===== config.mk =====
export PLATFORM = sky130hd
export DESIGN_NAME = uart_rx
export DESIGN_NICKNAME = d
export VERILOG_FILES = /design/src/rtl/uart_rx.sv
export SDC_FILE = /design/constraint.sdc
export NUM_CORES = 1
export LEC_CHECK = 0
export CAP_MARGIN = 10
export CELL_PAD_IN_SITES_DETAIL_PLACEMENT = 1
export CELL_PAD_IN_SITES_GLOBAL_PLACEMENT = 2
export CORE_UTILIZATION = 39
export CTS_CLUSTER_SIZE = 28
export DETAILED_ROUTE_END_ITERATION = 8
export PLACE_DENSITY_LB_ADDON = 0.1
export RECOVER_POWER = 25
export SYNTH_ARGS = -nofsm -noshare
export SYNTH_HDL_FRONTEND = slang
export SYNTH_SLANG_ARGS = --single-unit

===== constraint.sdc =====
create_clock -name clk -period 3.4 [get_ports clk]
set_input_delay 0.34 -clock clk [delete_from_list [all_inputs] [get_ports clk]]
set_output_delay 0.34 -clock clk [all_outputs]
set_load 0.01 [all_outputs]

===== src/rtl/uart_rx.sv =====
// rtl/uart_rx.sv - 8N1 UART receiver with mid-bit sampling and one-cycle byte strobe
//
// Ports:
//   clk        in   1  system clock, rising edge
//   rst        in   1  synchronous active-high reset
//   rx         in   1  asynchronous serial line, idle high
//   d_out      out  8  last received byte, LSB = first data bit on the line
//   valid      out  1  one-cycle pulse when d_out holds a new byte
//   frame_err  out  1  one-cycle pulse on a low stop bit (only with UART_RX_FRAME_ERR_EN)
//
// Build option: define UART_RX_FRAME_ERR_EN to check the stop bit and add frame_err.
module uart_rx #(
  parameter int CLK_FREQ  = 50000000,
  parameter int BAUD_RATE = 9600
) (
  input  logic       clk,
  input  logic       rst,
  input  logic       rx,
  output logic [7:0] d_out,
  output logic       valid
`ifdef UART_RX_FRAME_ERR_EN
  ,
  output logic       frame_err
`endif
);

  localparam int CLKS_PER_BIT = CLK_FREQ / BAUD_RATE;
  localparam int HALF_BIT     = CLKS_PER_BIT / 2;
  localparam int TW           = (CLKS_PER_BIT > 1) ? $clog2(CLKS_PER_BIT) : 1;

  localparam logic [TW-1:0] TIMER_LAST = TW'(CLKS_PER_BIT - 1);
  localparam logic [TW-1:0] TIMER_HALF = TW'(HALF_BIT);

  typedef enum logic [1:0] {
    IDLE  = 2'd0,
    START = 2'd1,
    DATA  = 2'd2,
    STOP  = 2'd3
  } state_t;

  state_t          state_q, state_d;
  logic [TW-1:0]   timer_q, timer_d;
  logic [2:0]      bit_idx_q, bit_idx_d;
  logic [7:0]      shift_q, shift_d;
  logic [7:0]      d_out_q, d_out_d;
  logic            valid_q, valid_d;
  logic            rx_meta_q, rx_s_q;
`ifdef UART_RX_FRAME_ERR_EN
  logic            frame_err_q, frame_err_d;
`endif

  always_comb begin
    state_d   = state_q;
    timer_d   = timer_q;
    bit_idx_d = bit_idx_q;
    shift_d   = shift_q;
    d_out_d   = d_out_q;
    valid_d   = 1'b0;
`ifdef UART_RX_FRAME_ERR_EN
    frame_err_d = 1'b0;
`endif

    case (state_q)
      IDLE: begin
        timer_d = '0;
        if (!rx_s_q) begin
          state_d = START;
        end
      end

      // Re-check the line at the middle of the start bit; a line that has
      // gone high again was only a glitch.
      START: begin
        if (timer_q == TIMER_HALF) begin
          timer_d = '0;
          if (!rx_s_q) begin
            bit_idx_d = 3'd0;
            state_d   = DATA;
          end else begin
            state_d = IDLE;
          end
        end else begin
          timer_d = timer_q + TW'(1);
        end
      end

      // Timer was cleared at mid-start-bit, so every wrap lands mid-bit.
      DATA: begin
        if (timer_q == TIMER_LAST) begin
          timer_d          = '0;
          shift_d[bit_idx_q] = rx_s_q;
          if (bit_idx_q == 3'd7) begin
            state_d = STOP;
          end else begin
            bit_idx_d = bit_idx_q + 3'd1;
          end
        end else begin
          timer_d = timer_q + TW'(1);
        end
      end

      // Leave at mid-stop-bit so a start bit right after the stop bit is seen.
      STOP: begin
        if (timer_q == TIMER_LAST) begin
          timer_d = '0;
          state_d = IDLE;
`ifdef UART_RX_FRAME_ERR_EN
          if (rx_s_q) begin
            d_out_d = shift_q;
            valid_d = 1'b1;
          end else begin
            frame_err_d = 1'b1;
          end
`else
          d_out_d = shift_q;
          valid_d = 1'b1;
`endif
        end else begin
          timer_d = timer_q + TW'(1);
        end
      end

      default: begin
        state_d = IDLE;
        timer_d = '0;
      end
    endcase
  end

  always_ff @(posedge clk) begin
    if (rst) begin
      state_q   <= IDLE;
      timer_q   <= '0;
      bit_idx_q <= 3'd0;
      shift_q   <= 8'h00;
      d_out_q   <= 8'h00;
      valid_q   <= 1'b0;
      rx_meta_q <= 1'b1;
      rx_s_q    <= 1'b1;
`ifdef UART_RX_FRAME_ERR_EN
      frame_err_q <= 1'b0;
`endif
    end else begin
      state_q   <= state_d;
      timer_q   <= timer_d;
      bit_idx_q <= bit_idx_d;
      shift_q   <= shift_d;
      d_out_q   <= d_out_d;
      valid_q   <= valid_d;
      rx_meta_q <= rx;
      rx_s_q    <= rx_meta_q;
`ifdef UART_RX_FRAME_ERR_EN
      frame_err_q <= frame_err_d;
`endif
    end
  end

  assign d_out = d_out_q;
  assign valid = valid_q;
`ifdef UART_RX_FRAME_ERR_EN
  assign frame_err = frame_err_q;
`endif

endmodule


==> results.py <==
metrics = {
    "run_status": {
        "outcome": "finished clean",
    },
    "synthesis": {
        "ys_seq_area_share_pct": 44.81,
        "synthTopCellsByCount": "dfxtp_1, nor2_1, nand2_1",
        "yosys.area_share.simple_pct": 28.69,
        "synth_compound_area_share_pct": 9.387,
        "synth_top_family_by_area": "simple AND/OR/NAND/NOR gates",
        "synth_cell_types": 44,
        "yosysMostFrequentCell": "dfxtp_1",
        "synth-xor-area-share_pct": 5.829,
        "synthTopCellsByArea": "dfxtp_1, nor2_1, mux2i_1",
        "synth_top_cell_by_area": "dfxtp_1",
        "yosysWarnings": 0,
        "synth_ff_type": "dfxtp_1",
        "ys_ff_latch": 37,
        "synthAdderAreaFrac_pct": 3.028,
        "async_reset_ff_share_pct": 0,
        "syn_inst": 172,
        "synth_nets": 179,
        "muxShareOfSynthArea_pct": 4.845,
        "synth_edf_count": 0,
        "synthDominantCellAreaShare_pct": 44.81,
        "syn_area_per_cell_um2": 9.610,
        "synth_area_um2": 1653,
    },
    "drt": {
        "routedWlPerCell_um": 14.70,
        "viasPerCell": 5.306,
        "routed_wl_um": 3454,
        "drc": 0,
        "firstDrtPassIters": 4,
        "ant_nets": 0,
        "drt_iter0_drc": 50,
        "dr_total_vias": 1247,
    },
    "cells_and_area": {
        "multi_input_area_um2": 855.8,
        "syn2layout_area_growth_pct": 15.44,
        "fin_nets": 191,
        "antenna_cells": 0,
        "post-route-util_pct": 47.36,
        "final-seq-area_um2": 740.7,
        "drive_gt1_share_pct": 10.27,
        "num-fill-cells": 475,
    },
    "floorplan": {
        "core_um2": 4029,
        "ios": 12,
        "die-height_um": 67.10,
        "die-area_um2": 4502,
        "start_util_pct": 41.02,
        "num_rows": 23,
        "die_x_um": 67.10,
    },
    "global_route": {
        "grt_usage_pct": 17.41,
        "antenna_found_initial": 0,
        "grt_pass1_wl_um": 5685,
        "overflow": 0,
        "grt_pass1_vias": 1185,
        "grt_max_degree": 18,
    },
    "sta": {
        "fin_crit_sh_pct": 62.79,
        "skew_ns": 0.006934,
        "slew_headroom_pct": 56.18,
        "rsz0062_at_grt": "no",
        "setup_viol_count_final": 0,
        "period_needed_ns": 2.135,
        "hold_viol_final": 0,
        "slew_viol_final": 0,
        "fmax_mhz": 468.4,
        "tightest_slew_ns": 0.6573,
        "tns_ns": 0,
    },
    "critical_path": {
        "slowest_delay_ns": 0.80,
        "cp_cell_sequence": "dlygate4sd3_1, inv_2, and3_1, a32oi_2, nor2_1",
        "worst_setup_path_end_kind": "flip-flop",
        "critical_path_class": "input port to flip-flop",
        "cp.required_ns": 3.54,
        "path_max_fanout": 17,
        "rrSetupSlack_ns": 1.45,
        "start_kind": "input port",
        "arrival_ns": 2.28,
        "critical_path.slowest_cell": "dlygate4sd3_1",
    },
    "pwr": {
        "p_per_area_nw_per_um2": 442.8,
        "combPwrFrac_pct": 1.9,
        "p_seq_share_pct": 51.8,
        "power_switching_w": 0.0001648,
        "switching_share_pct": 19.51,
        "p_leak_nw": 0.6942,
        "total_power_w": 0.0008449,
        "ir_worst_vdd_mv": 0.2050,
        "power.internal_w": 0.0006801,
        "clock_power_share_pct": 46.3,
    },
    "clock_network": {
        "cts_tree": "done",
        "cts-buffers-inserted": 5,
        "clk_latency_ns": 0.28,
        "ctsHoldBuffers": 0,
        "path_clk_slew_ns": 0.07,
        "cts_setup_buffers": 0,
        "htree_levels": 2,
        "cts-root-buf": "clkbuf_8",
        "cts_resized": 0,
        "cts_buffer_depth": 2,
        "clkSinkCount": 37,
    },
    "placed_design": {
        "dp_hpwl_um": 2519,
        "place.port_buffers": 11,
        "gp_congestion": 0.7935,
    },
    "min_path": {
        "hp-class": "flip-flop to flip-flop",
    },
    "flow_run": {
        "drv_cap": 0,
    },
}
[worst paths after layout]
path	start	to	cells past startpoint
worst max-delay path	rst	timer_q[10]$_SDFF_PP0_	5
worst min register to register	rx_meta_q$_SDFF_PP1_	rx_s_q$_SDFF_PP1_	1
worst max register to register	timer_q[0]$_SDFF_PP0_	timer_q[10]$_SDFF_PP0_	5
worst min-delay path	rx_meta_q$_SDFF_PP1_	rx_s_q$_SDFF_PP1_	1
[per-layer routing]
metal	up-vias	routed length (um)	global-route usage, %	part of all wire, %
met5	-	0	0	0
met4	0	33	6.383	0.96
met3	4	93	5.137	2.7
met2	13	1575	26.75	46
met1	591	1752	22.83	51
li1	639	-	-	-
[cell type report]
type,count,area share (%)
clock inverters,1,1.574
multi-input cells,123,44.85
inverters,6,1.180
flip-flops and latches,37,38.82
clock buffers,7,4.525
repair buffers,11,5.771
well taps,50,3.279
[through the flow]
step	hold slack, ns	instances	area (um2)	worst slack [ns]
final	0.4270	235	1908	1.265
after global routing	0.4494	235	1908	1.083
after CTS	0.4322	235	1908	1.319
after detailed placement	0.4023	227	1792	1.018
after global placement	0.3988	227	1792	1.075
after floorplan	0.3895	172	1653	1.853
[flip-flops by register name, indices dropped and copies added (netlist names), named ones only]
name       cells
state_q        1
shift_q        8
rx_meta_q      1
d_out          8
bit_idx_q      3
valid          1
rx_s_q         1
timer_q       13
[critical path: cells and delay by family]
kind / cells / cell delay, ns
AND/OR/NAND/NOR: 2 / 0.36
buffers and inverters: 2 / 1.04
AO/OA/AOI/OAI: 1 / 0.53
[cell families (layout without fill, tap and decap cells)]
family,count (synthesis),after routing
and+or+nand+nor,80,80
DFF,37,37
AOI/OAI and AO/OA,20,20
buffers and inverters,12,25
xor gates and xnor gates,11,11
muxes,8,8
adders and majority gates,4,4
[cell usage in the layout (no fill, tap or decap), drive strengths merged, types with 2 or more instances in the layout]
cell	n
dfxtp	37
nor2	23
nand2	12
dlygate4sd3	10
nand3	9
mux2i	8
clkbuf	7
xnor2	6
inv	6
nand4	6
o21ai	5
xor2	5
nor3b	4
ha	4
and4bb	4
nor3	4
nand2b	3
and3	3
a32o	3
o211ai	3
o31ai	3
or2	3
and2	2
nor4	2
nor4b	2
[power by group through the flow]
stage / logic, W / registers [W] / clock network, W
global route: 0.0000180 / 0.000438 / 0.000418
CTS: 0.0000168 / 0.000438 / 0.000398
floorplan: 0.0000132 / 0.000446 / 0
finish: 0.0000161 / 0.000438 / 0.000391
detailed placement: 0.0000167 / 0.000448 / 0
global placement: 0.0000161 / 0.000448 / 0
No activity file was read; power rests on OpenSTA's default activity.
